===== src/rtl/zone_picker.sv =====
// zone_picker
//
// Snapshots the 21-entry random-number history on a start pulse. It then
// scans the snapshot from entry 0 to entry 20 and rejects every value that
// is not a legal court zone (v >= ZONES). At most NEED accepted zones are
// offered, one at a time, over a valid/ready handshake.
//
// Ports
//   clk             rising-edge clock
//   reset           asynchronous, active-high reset
//   random_numbers  21 x 3-bit history, entry 0 newest
//   start           batch request, honoured only while idle
//   zone            zone index on offer
//   zone_valid      zone is on offer
//   zone_ready      consumer accepts zone (transfer when valid && ready)
//   busy            batch in progress
//   done            one-cycle pulse at batch end
//   issued_count    zones transferred in the current or last batch
//   skip_count      entries rejected in the current or last batch
module zone_picker #(
  parameter int ZONES = 5,
  parameter int NEED  = 8
) (
  input  logic       clk,
  input  logic       reset,
  input  logic [2:0] random_numbers [21],
  input  logic       start,
  output logic [2:0] zone,
  output logic       zone_valid,
  input  logic       zone_ready,
  output logic       busy,
  output logic       done,
  output logic [4:0] issued_count,
  output logic [4:0] skip_count
);

  localparam logic [3:0] ZONE_LIM = 4'(ZONES);
  localparam logic [4:0] NEED_LIM = 5'(NEED);
  localparam logic [4:0] LAST_IDX = 5'd20;

  typedef enum logic [1:0] {IDLE, SCAN, HOLD} state_t;

  state_t     state, state_d;
  logic [2:0] snap   [21];
  logic [2:0] snap_d [21];
  logic [4:0] idx, idx_d;
  logic [2:0] zone_d;
  logic       zone_valid_d, busy_d, done_d;
  logic [4:0] issued_d, skip_d;

  logic [2:0] cur;
  logic       accept;
  logic       at_last;
  logic [4:0] issued_inc;

  assign cur        = snap[idx];
  assign accept     = {1'b0, cur} < ZONE_LIM;
  assign at_last    = (idx == LAST_IDX);
  assign issued_inc = issued_count + 5'd1;

  // NOTE: every signal this block writes gets a default first, so no path
  // can leave it unassigned and infer a latch.
  always_comb begin
    state_d      = state;
    snap_d       = snap;
    idx_d        = idx;
    zone_d       = zone;
    zone_valid_d = zone_valid;
    busy_d       = busy;
    done_d       = 1'b0;
    issued_d     = issued_count;
    skip_d       = skip_count;

    unique case (state)
      IDLE: begin
        if (start) begin
          snap_d   = random_numbers;
          idx_d    = '0;
          issued_d = '0;
          skip_d   = '0;
          busy_d   = 1'b1;
          state_d  = SCAN;
        end
      end

      SCAN: begin
        if (accept) begin
          zone_d       = cur;
          zone_valid_d = 1'b1;
          state_d      = HOLD;
        end else begin
          skip_d = skip_count + 5'd1;
          if (at_last) begin
            busy_d  = 1'b0;
            done_d  = 1'b1;
            state_d = IDLE;
          end else begin
            idx_d = idx + 5'd1;
          end
        end
      end

      HOLD: begin
        // zone/zone_valid stay frozen until the consumer takes the value.
        if (zone_ready) begin
          zone_valid_d = 1'b0;
          issued_d     = issued_inc;
          if (issued_inc == NEED_LIM || at_last) begin
            busy_d  = 1'b0;
            done_d  = 1'b1;
            state_d = IDLE;
          end else begin
            idx_d   = idx + 5'd1;
            state_d = SCAN;
          end
        end
      end

      default: state_d = IDLE;
    endcase
  end

  // NOTE: sequential state uses non-blocking assignments so every register
  // samples the pre-edge values, independent of statement order.
  always_ff @(posedge clk or posedge reset) begin
    if (reset) begin
      state        <= IDLE;
      // NOTE: the snapshot is reset as well so a batch can never read
      // undefined history; it is small enough to live in flops.
      snap         <= '{default: '0};
      idx          <= '0;
      zone         <= '0;
      zone_valid   <= 1'b0;
      busy         <= 1'b0;
      done         <= 1'b0;
      issued_count <= '0;
      skip_count   <= '0;
    end else begin
      state        <= state_d;
      snap         <= snap_d;
      idx          <= idx_d;
      zone         <= zone_d;
      zone_valid   <= zone_valid_d;
      busy         <= busy_d;
      done         <= done_d;
      issued_count <= issued_d;
      skip_count   <= skip_d;
    end
  end

endmodule

===== config.mk =====
export PLATFORM = sky130hd
export DESIGN_NAME = zone_picker
export DESIGN_NICKNAME = d
export VERILOG_FILES = /design/src/rtl/zone_picker.sv
export SDC_FILE = /design/constraint.sdc
export NUM_CORES = 1
export LEC_CHECK = 0
export ABC_AREA = 1
export CORE_ASPECT_RATIO = 0.75
export CORE_MARGIN = 2
export CORE_UTILIZATION = 47
export DETAILED_ROUTE_END_ITERATION = 12
export PLACE_DENSITY = 0.76
export SYNTH_ARGS = -nofsm -noshare
export SYNTH_HDL_FRONTEND = slang
export SYNTH_SLANG_ARGS = --single-unit
export TNS_END_PERCENT = 30

===== constraint.sdc =====
create_clock -name clk -period 3.1 [get_ports clk]
set_input_delay 0.775 -clock clk [delete_from_list [all_inputs] [get_ports clk]]
set_output_delay 0.775 -clock clk [all_outputs]
set_load 0.005 [all_outputs]

Word-level counts from Yosys, hierarchy flattened
Cells that the tools add are included.
{"block": "word_totals", "reg_bits": 86}
{"block": "classes", "n_addsub": 3, "n_lt_le_gt_ge": 2, "eq_ne": 13, "mux": 33, "bitwise_logic": 1, "reduce_logical": 14}
{"op": "$mux W5", "count": 7}
{"op": "$pmux W5 S2", "count": 2}
{"op": "$ne A2 B2 Y1 const B", "count": 8}
{"op": "$add A5 B1 Y5 const B", "count": 3}
{"op": "$bmux W3 S5", "count": 1}
{"op": "$pmux W5 S3", "count": 1}
{"op": "$mux W1", "count": 12}
{"op": "$reduce_and A3 Y1", "count": 4}
{"op": "$reduce_and A6 Y1", "count": 2}
{"op": "$mux W2", "count": 4}
{"op": "$ge A6 B6 Y1 const B", "count": 1}
{"op": "$mux W3", "count": 2}
{"op": "$not A5 Y6", "count": 1}
{"op": "$pmux W2 S3", "count": 1}
{"op": "$reduce_bool A2 Y1", "count": 3}
{"op": "$eq A5 B4 Y1 const B", "count": 1}
{"op": "$eq A5 B5 Y1 const B", "count": 1}
{"op": "$pmux W1 S2", "count": 2}
{"op": "$reduce_and A2 Y1", "count": 2}
{"op": "$lt A3 B3 Y1 const B", "count": 1}
{"op": "$ne A3 B3 Y1 const B", "count": 1}
{"op": "$pmux W1 S3", "count": 1}
{"op": "$reduce_bool A3 Y1", "count": 1}
{"op": "$eq A2 B1 Y1 const B", "count": 1}
{"op": "3 further kinds", "count": 3}

Longest topological paths before layout
Gate-level depths: netlist (run 1).
{"block": "depth", "depth_word": 7, "mapped_depth": 18}

Worst setup path after synthesis (run 1)
No wires, ideal clock.
{"block": "synth_path", "path_kind": "input -> register", "from": "input port start", "to": "register snap[15] (netlist bit)", "setup_time_ps": 133, "arrival_ps": 1887, "setup_slack_ps": 1080, "path_stages": 5, "n_path_buf": 3, "cell_sequence": "nand2_1 -> clkbuf_1 -> clkbuf_1 -> clkbuf_1 -> a21oi_1"}
{"block": "synth_between", "elab_chain_cells": 1}
{"item": "start: declaration", "line": "27", "text": "input logic start,"}
{"item": "$reduce_and A2 Y1 (no source line)"}
{"item": "end signal: assignment", "line": "140", "text": "snap <= snap_d;"}
{"item": "end: declaration", "line": "44", "text": "logic [2:0] snap [21];"}
Every way passes these cells.
A chain may end at the register's enable or synchronous reset.

Worst setup path after layout (run 1)
{"block": "layout_path", "from": "register idx[0]", "to": "register idx[2]"}
{"block": "layout_between", "elab_chain_cells": 7, "elab_cells_between_ends": 17}
{"item": "start: declaration", "line": "46", "text": "logic [4:0] idx, idx_d;"}
{"item": "start signal: assignment", "line": "141", "text": "idx <= idx_d;"}
{"item": "$not A5 Y6 (not written as such)", "line": "56", "text": "assign cur = snap[idx];"}
{"item": "$bmux W3 S5", "line": "56"}
{"item": "$mux W3 (not written as such) (2 in series)", "line": "56"}
{"item": "$lt A3 B3 Y1", "line": "57", "text": "assign accept = {1'b0, cur} < ZONE_LIM;"}
{"item": "$ne A2 B2 Y1 (no source line)"}
{"item": "$reduce_and A6 Y1 (no source line)"}
Several ways; a longest one is shown, not always the timed one. The select of a mux whose other input is x is not followed.

==> results.yml, run 1 <==
clock_tree:
  numClockSinks: 86
  cts_buffers: 9
  cts_root_buffer: "clkbuf_16"
  cts.repair.resized: 0
  cts_tree: "done"
  clockBufferDepth: 2
  post-cts-setup-buffers: 0
  clock_latency_ps: 340
  clkTransAtPathRegs_ps: 60
  htree_levels: 3
  cts_hold_buf: 0
critical_path:
  end_kind: "flop"
  crit_family: "simple AND/OR/NAND/NOR gates"
  worst_path_most_repeated_cell: "nand2_1"
  critPathLaunchType: "flop"
  crit_arrival_ps: 2670
  critPathBufInv: 2
  cpPeakStageDelay_ps: 750
  worstSetupPathType: "reg2reg"
  cp_slowest_cell: "dfrtp_1"
  required_ps: 3330
  path_cells: "inv_8 > ha_1 > nand3_1 > inv_1 > a21oi_1 > o22ai_1 > nor2_1 > nand3_2 > nand2_1 > nand2_1"
  worstPathMaxFanout: 25
floorplan:
  ioPinCount: 83
  placeableCoreArea_sq_mm: 0.009084
  initial_core_util_pct: 48.46
  rows: 30
  die_area_sq_mm: 0.01016
  die_w_um: 115.7
  die_h_um: 87.81
synth:
  yosys_warnings: 0
  yosysSeqAreaShare_pct: 48.89
  synthXorXnorAreaFrac_pct: 0.7959
  syn_area_per_cell_sq_um: 8.564
  ys_ff_latch: 86
  synthAdderAreaFrac_pct: 2.274
  synth_nets: 589
  synth_area_sq_mm: 0.004402
  synth_compound_area_share_pct: 8.556
  synth_cell_types: 31
  synth-edff-count: 0
  synth_top_family_by_area: "simple AND/OR/NAND/NOR gates"
  async_flop_share_pct: 100.0
  synthMuxAreaShare_pct: 8.670
  synth_cells: 514
  synth-main-ff-cell: "dfrtp_1"
  synth_simple_gate_area_share_pct: 21.97
sta:
  max_clock_freq_mhz: 409.0
  relSlewSlack_pct: 57.85
  post-route-min-period_ps: 2445
  worstMarginPinSlew_ps: 632.3
  hold_violations: 0
  slew_violations: 0
  period_share_pct: 78.88
  clock-skew-final_ps: 8.199
  final.setup.tns_ps: 0
  report.final.setup_viol: 0
  rsz0062_at_grt: "false"
global_routing:
  grt_max_degree: 69
  grt_pass1_vias: 3663
  grt_overflow: 0
  grt_pass1_wl_mm: 16.62
  antenna_found_initial: 0
  grt.total_usage_pct: 20.80
finish:
  seq_area_sq_mm: 0.002152
  fin_area_sq_mm: 0.005602
  fill_cells: 792
  fin_nets: 666
  fin_util_pct: 61.67
  multi_input_area_sq_mm: 0.001868
  syn2layout_area_growth_pct: 27.26
  num_antenna_cells: 0
  drive_above_1_share_pct: 11.74
  finalNonFillerCells: 724
placement:
  dp_hpwl_mm: 7.168
  gp_congestion: 0.8443
  numPlacedInstances: 708
  io_buffers: 82
  dpl_cell_area_sq_mm: 0.005318
power_and_ir_drop:
  power_mw: 5.088
  ir_drop_uv: 322.3
  leakage_nw: 2.646
  p_per_area_mw_per_mm2: 908.3
run_status:
  status: "completed"
detailed_routing:
  dr.pass1.iters: 5
  vias: 3723
  postRouteAntennaNets: 0
  wl_per_cell_um: 14.05
  finalWirelength_mm: 10.17
  avgViaCountPerCell: 5.142
  dr.first_iter.drc_count: 273
  drc: 0
job:
  drv_cap: 0
min_path:
  min_path_type: "reg2reg"
-- layout by cell type (no fill, tap or decap), drive strengths merged, types with 4 or more instances in the layout --
cell type / count
xor2: 4
nand2: 113
ha: 8
buf: 6
clkinv: 6
nand4: 8
dfrtp: 86
mux2: 33
a21oi: 39
clkbuf: 10
o22ai: 4
o21ai: 25
nor2: 69
clkdlybuf4s50: 82
inv: 57
or2: 5
nand3: 29
-- state kept, by name, indices dropped and copies added, names as in the netlist --
signal	count
issued_count	5
zone	3
state	2
zone_valid	1
snap	63
done	1
busy	1
idx	5
skip_count	5
-- stage by stage --
stage	hold WS (ps)	worst slack [ps]
floorplan	441.9	103.2
global placement	457.3	733.2
detailed placement	463.0	719.3
CTS	478.5	671.5
global route	512.9	441.6
finish	476.1	654.7
-- tightest hold or removal path, stage by stage, from the launching register on --
cell     delay (ps)
dfrtp_1         340
nand2_1          60
nand2_1          50
-- worst paths after layout --
kind                                    startpoint              endpoint  slack [ps]  cells past startpoint
min in group asynchronous                    reset  snap[45]$_DFFE_PP0P_         720                      2
max in group asynchronous                    reset  state[0]$_DFFE_PP0P_        1730                      3
worst max-delay path            idx[0]$_DFFE_PP0P_    idx[2]$_DFFE_PP0P_         650                     10
worst min-delay path            idx[4]$_DFFE_PP0P_    idx[4]$_DFFE_PP0P_         480                      2
worst max register to register  idx[0]$_DFFE_PP0P_    idx[2]$_DFFE_PP0P_         650                     10
worst min register to register  idx[4]$_DFFE_PP0P_    idx[4]$_DFFE_PP0P_         480                      2
-- synthesized netlist by cell type (3+ instances only) --
master    count  area (sq um)
or2_2         5         31.28
a21oi_1      39         195.2
clkinv_1      3         11.26
inv_1        55         206.5
o21ai_1      11         55.05
nor2_1       69         259.0
o21ai_0      14         70.07
buf_6         7         78.83
o211ai_1      3         22.52
clkbuf_1     10         37.54
xor2_1        4         35.03
dfrtp_1      86          2152
nand4_1       8         50.05
ha_1          8         100.1
o22ai_1       4         25.02
nand3_1      28         140.1
nand2_1     109         409.1
mux2_2       33         371.6
-- where the power goes --
part,leakage (nW),switching [mW],internal (mW)
logic,1.50,1.25,0.922
clock network,0.131,0.454,0.567
registers,1.02,0.280,1.61
total,2.65,1.98,3.10
-- metal layers --
metal  GRT usage [%]  wire, um
met1           27.11      4478
met2           34.61      4911
met3           3.945       615
met4           8.442       169
met5               0         0
-- logic make-up after synthesis --
kind of cell,after synthesis
simple gates,228
fa+ha+maj,8
mux,34
xor+xnor,4
flops,86
compound gates,72
buf+inv,82
-- layout make-up --
cell class                      count  area share [%]
Inverter                           60           4.177
Multi-Input combinational cell    346           33.35
Clock buffer                       10           4.266
Sequential cell                    86           38.42
Timing Repair Buffer               88           16.13
Clock inverter                      6          0.8041
Tap cell                          128           2.859
Power figures use the tool's default switching activity.
==> run 2: changes to the inputs <==
--- a/config.mk
+++ b/config.mk
@@ -8,9 +8,9 @@
 export ABC_AREA = 1
 export CORE_ASPECT_RATIO = 0.75
 export CORE_MARGIN = 2
-export CORE_UTILIZATION = 47
+export CORE_UTILIZATION = 52
 export DETAILED_ROUTE_END_ITERATION = 12
-export PLACE_DENSITY = 0.76
+export PLACE_DENSITY = 0.8
 export SYNTH_ARGS = -nofsm -noshare
 export SYNTH_HDL_FRONTEND = slang
 export SYNTH_SLANG_ARGS = --single-unit
==> constraint.sdc (replaced) <==
create_clock -name clk -period 2.5 [get_ports clk]
set_input_delay 0.625 -clock clk [delete_from_list [all_inputs] [get_ports clk]]
set_output_delay 0.625 -clock clk [all_outputs]
set_load 0.005 [all_outputs]
==> run 2 against run 1 <==
Net effect:
- via count down 1.1%
- combinational power up 25%
- flip-flop and latch count unchanged
- wire length down 2.5%
- sequential power up 23%
- largest cell class unchanged
- highest routed layer unchanged
==> results.yml, run 2 (synthesis gave the netlist of run 1 again) <==
power_and_ir_drop:
  p_per_area_mw_per_mm2: 1127
  power_mw: 6.314
  ir_drop_uv: 492.4
  leakage_nw: 2.671
finish:
  syn2layout_area_growth_pct: 27.32
  fin_util_pct: 67.15
  seq_area_sq_mm: 0.002152
  fin_nets: 670
  drive_above_1_share_pct: 12.33
  fin_area_sq_mm: 0.005604
  mostFrequentLayoutCells: "nand2_1, dfrtp_1, clkdlybuf4s50_1"
  regMostFlops: "snap"
  multi_input_area_sq_mm: 0.001868
  fill_cells: 672
  num_antenna_cells: 0
  final_common_cell: "nand2_1"
  largest_reg_flops: 63
critical_path:
  path_cells: "buf_4 > nand2_1 > nand3_1 > nand2_1 > nand2_1 > nand2_1 > clkinv_1 > nand2_1 > a21oi_1 > nand2_1 > nand2_2 > nand2_4 > nand2_1 > nand2_1 > nand2_1 > nand2_1"
  end_kind: "flop"
  crit_family: "simple AND/OR/NAND/NOR gates"
  cp_slowest_cell: "dfrtp_1"
  r2r_cells: 16
  worstPathMaxFanout: 17
  r2r_end: "zone_valid$_DFFE_PP0P_"
  crit_arrival_ps: 2500
  critPathLaunchType: "flop"
  cpPeakStageDelay_ps: 570
  worst_path_most_repeated_cell: "nand2_1"
  reg2reg_slack_ps: 240
  worstReg2RegStart: "idx[0]$_DFFE_PP0P_"
  worstSetupPathType: "reg2reg"
  required_ps: 2730
  critPathBufInv: 2
global_routing:
  grt_pass1_wl_mm: 16.36
  grt.total_usage_pct: 22.69
  grt_max_degree: 87
  grt_pass1_vias: 3569
  antenna_found_initial: 0
  grt_overflow: 0
floorplan:
  die_area_sq_mm: 0.009224
  rows: 29
  die_w_um: 110.2
  initial_core_util_pct: 52.74
  placeableCoreArea_sq_mm: 0.008346
  die_h_um: 83.68
  ioPinCount: 83
detailed_routing:
  avgViaCountPerCell: 5.201
  wl_per_cell_um: 14.01
  drc: 0
  dr.first_iter.drc_count: 216
  dr.pass1.iters: 4
  postRouteAntennaNets: 0
  vias: 3682
  finalWirelength_mm: 9.919
sta:
  rsz0062_at_grt: "false"
  report.final.setup_viol: 0
  post-route-min-period_ps: 2263
  clock-skew-final_ps: 8.569
  worstMarginPinSlew_ps: 459.8
  setup_ws_ps: 237.4
  period_share_pct: 90.50
  hold_violations: 0
  relSlewSlack_pct: 69.35
  slew_violations: 0
  max_clock_freq_mhz: 442.0
  final.setup.tns_ps: 0
job:
  drv_cap: 0
min_path:
  holdPathStages: 2
  hp-start: "busy$_DFFE_PP0P_"
  min_path_type: "reg2reg"
  holdPathEnd: "busy$_DFFE_PP0P_"
placement:
  place_ws_ps: 300.4
  io_buffers: 82
  dp_hpwl_mm: 7.200
  dpl_cell_area_sq_mm: 0.005325
  gp_congestion: 0.8735
clock_tree:
  clkTransAtPathRegs_ps: 60
  cts.repair.resized: 0
  htree_levels: 3
  clockBufferDepth: 2
  numClockSinks: 86
  clock_latency_ps: 340
  cts_buffers: 9
  cts_tree: "done"
  post-cts-setup-buffers: 0
  cts_hold_buf: 0
  cts_root_buffer: "clkbuf_16"
run_status:
  status: "completed"
[run 2: cell types whose count changed in the layout (fill, tap and decap cells not counted)]
cell and delta:
clkbuf_8 -1, clkinv_4 -1, inv_6 +4, clkinvlp_4 -2, buf_4 +4
[run 2: worst max-delay path by stage]
stage / from / to / slack (ps) / depth (start not counted)
3_3_place_gp: start / idx[2]$_DFFE_PP0P_ / 400 / 8
5_1_grt: idx[0]$_DFFE_PP0P_ / zone_valid$_DFFE_PP0P_ / 30 / 16
6_report: idx[0]$_DFFE_PP0P_ / zone_valid$_DFFE_PP0P_ / 240 / 16
2_1_floorplan: state[0]$_DFFE_PP0P_ / snap[15]$_DFFE_PP0P_ / 620 / 7
3_5_place_dp: idx[0]$_DFFE_PP0P_ / zone_valid$_DFFE_PP0P_ / 300 / 16
4_1_cts: idx[0]$_DFFE_PP0P_ / zone_valid$_DFFE_PP0P_ / 270 / 16
[run 2: area by class of cell]
type	instances	area share (%)
Clock buffer	9	4.019
Clock inverter	7	0.9600
Inverter	60	4.220
Multi-Input combinational cell	346	33.33
Sequential cell	86	38.40
Tap cell	108	2.411
Timing Repair Buffer	92	16.66
[run 2: per-stage QoR]
step / hold WS (ps) / std cells
3_5_place_dp: 468.1 / 692
5_1_grt: 519.7 / 708
6_report: 482.4 / 708
4_1_cts: 483.5 / 708
2_1_floorplan: 441.9 / 514
3_3_place_gp: 464.6 / 692
[run 2: metal layers]
layer  global-route usage, %  wire (um)  up-vias  share of wire [%]
li1                        -          -     1804                  -
met1                   30.80       4524     1771                 46
met2                   37.31       4769       97                 48
met3                   4.450        513       10                5.2
met4                   5.795        112        0                1.1
met5                       0          0        -                  0
[run 2: power by group]
| group | switching, mW | internal (mW) |
|---|---|---|
| Sequential | 0.330 | 2.00 |
| Clock | 0.577 | 0.687 |
| Combinational | 1.55 | 1.17 |
| Total | 2.46 | 3.86 |
[run 2: tightest hold or removal path: cells and delay by family, from the launching register on]
kind	cells	cell delay [ps]
simple gates	2	110
flops	1	340
==> run 3: changes to the inputs <==
--- a/config.mk
+++ b/config.mk
@@ -8,9 +8,10 @@
 export ABC_AREA = 1
 export CORE_ASPECT_RATIO = 0.75
 export CORE_MARGIN = 2
-export CORE_UTILIZATION = 52
+export CORE_UTILIZATION = 45
+export CTS_CLUSTER_SIZE = 14
 export DETAILED_ROUTE_END_ITERATION = 12
-export PLACE_DENSITY = 0.8
+export PLACE_DENSITY = 0.71
 export SYNTH_ARGS = -nofsm -noshare
 export SYNTH_HDL_FRONTEND = slang
 export SYNTH_SLANG_ARGS = --single-unit
==> run 3 against run 2 <==
Net effect:
- via count down 1.5%
- sequential share of layout area down 0.86 points
- maximum frequency up 4.1%
- clock power up 29%
- combinational power about the same
- register-to-register slack better by 90 ps
- power up 5.8%
- hold slack worse by 0.74 ps
- largest power group unchanged
- wire length up 1.4%
- global-route usage down 2.5 points
- design area up 2.3%
- core utilization down 7.3 points
==> results.yml, run 3 (synthesis gave the netlist of run 1 again) <==
critical_path:
  crit_arrival_ps: 2400
  worstReg2RegStart: "idx[1]$_DFFE_PP0P_"
  r2r_end: "idx[1]$_DFFE_PP0P_"
  critPathLaunchType: "flop"
  startpoint: "idx[1]$_DFFE_PP0P_"
  worstPathMaxFanout: 12
  reg2reg_slack_ps: 330
  r2r_cells: 10
  required_ps: 2730
  worstSetupPathType: "reg2reg"
  end_kind: "flop"
  endpoint: "idx[1]$_DFFE_PP0P_"
floorplan:
  die_w_um: 118.2
  ioPinCount: 83
  die_h_um: 89.65
  rows: 31
  placeableCoreArea_sq_mm: 0.009580
  initial_core_util_pct: 45.94
  die_area_sq_mm: 0.01060
finish:
  drive_above_1_share_pct: 12.19
  fill_cells: 848
  num_antenna_cells: 0
  regMostFlops: "snap"
  largest_reg_flops: 63
  final_common_cell: "nand2_1"
  mostFrequentLayoutCells: "nand2_1, dfrtp_1, clkdlybuf4s50_1"
  multi_input_area_sq_mm: 0.001868
  seq_area_sq_mm: 0.002152
  syn2layout_area_growth_pct: 30.22
  fin_nets: 669
clock_tree:
  cts_tree: "done"
  clockBufferDepth: 2
  cts_root_buffer: "clkbuf_16"
  cts.repair.resized: 0
  post-cts-setup-buffers: 0
  clock_latency_ps: 340
  numClockSinks: 86
  cts_buffers: 9
  clkTransAtPathRegs_ps: 60
  htree_levels: 3
  cts_hold_buf: 0
sta:
  relSlewSlack_pct: 68.17
  final.setup.tns_ps: 0
  max_clock_freq_mhz: 460.3
  period_share_pct: 86.90
  report.final.setup_viol: 0
  worstMarginPinSlew_ps: 477.5
  hold_violations: 0
  setup_ws_ps: 327.5
  post-route-min-period_ps: 2172
  clock-skew-final_ps: 5.020
  slew_violations: 0
  rsz0062_at_grt: "false"
detailed_routing:
  avgViaCountPerCell: 4.963
  finalWirelength_mm: 10.05
  drc: 0
  dr.first_iter.drc_count: 171
  dr.pass1.iters: 4
  postRouteAntennaNets: 0
  vias: 3628
  wl_per_cell_um: 13.75
power_and_ir_drop:
  leakage_nw: 2.710
  p_per_area_mw_per_mm2: 1166
  ir_drop_uv: 564.9
global_routing:
  grt_max_degree: 87
  grt_overflow: 0
  grt_pass1_vias: 3597
  antenna_found_initial: 0
  grt.total_usage_pct: 20.22
  grt_pass1_wl_mm: 16.84
min_path:
  min_path_type: "reg2reg"
placement:
  io_buffers: 82
  gp_congestion: 0.9466
  place_ws_ps: 337.7
  dp_hpwl_mm: 7.210
run_status:
  status: "completed"
job:
  drv_cap: 0
## run 3: cell types whose count changed in the layout (fill, tap and decap cells not counted), sizes merged
| cell | delta |
|---|---|
| buf | -1 |
| bufinv | +4 |
| clkbuf | +1 |
| clkinv | -1 |
| clkinvlp | +1 |
| inv | -5 |
## run 3: worst min path at each step
stage / from / endpoint / slack, ps / cells after the start
final: busy$_DFFE_PP0P_ / busy$_DFFE_PP0P_ / 480 / 2
after global placement: zone_valid$_DFFE_PP0P_ / zone_valid$_DFFE_PP0P_ / 470 / 2
after floorplan: idx[4]$_DFFE_PP0P_ / idx[4]$_DFFE_PP0P_ / 440 / 2
after detailed placement: zone_valid$_DFFE_PP0P_ / zone_valid$_DFFE_PP0P_ / 470 / 2
after global routing: snap[10]$_DFFE_PP0P_ / snap[10]$_DFFE_PP0P_ / 520 / 1
after CTS: busy$_DFFE_PP0P_ / busy$_DFFE_PP0P_ / 490 / 2
## run 3: cell type report
class | count | share of cell area, %
repair buffers | 91 | 16.37
flip-flops and latches | 86 | 37.55
well taps | 132 | 2.881
clock inverters | 6 | 2.314
multi-input cells | 346 | 32.59
inverters | 60 | 4.126
clock buffers | 10 | 4.169
## run 3: per-stage QoR
stage / hold WS, ps / utilization, % / cell area (sq um) / total power, mW / std cells
5_1_grt: 522.1 / 59.83 / 5732 / 7.216 / 731
2_1_floorplan: 441.9 / - / 4405 / 4.306 / 514
4_1_cts: 488.1 / 59.83 / 5732 / 6.738 / 731
3_5_place_dp: 471.9 / 55.95 / 5360 / 5.075 / 715
6_report: 481.7 / 59.83 / 5732 / 6.682 / 731
3_3_place_gp: 465.5 / 55.95 / 5360 / 4.971 / 715
## run 3: power breakdown
part,switching (mW),total [mW],internal (mW)
clock,0.528,1.63,1.10
combinational,1.55,2.72,1.17
sequential,0.326,2.33,2.01
## run 3: layer usage
metal | up-vias | part of all wire, % | GRT usage [%]
li1 | 1811 | - | -
met1 | 1715 | 46 | 25.83
met2 | 82 | 47 | 33.42
met3 | 20 | 4.5 | 4.861
met4 | 0 | 2.2 | 9.091
met5 | - | 0 | 0
## run 3: critical path, stage by stage, from the launching register on
cell	delay [ps]
dfrtp_1	560
inv_2	200
ha_1	220
nand3_1	100
inv_1	70
a21oi_1	180
o22ai_1	90
nor2_1	320
nand3_2	170
nand2_1	90
nand2_1	50
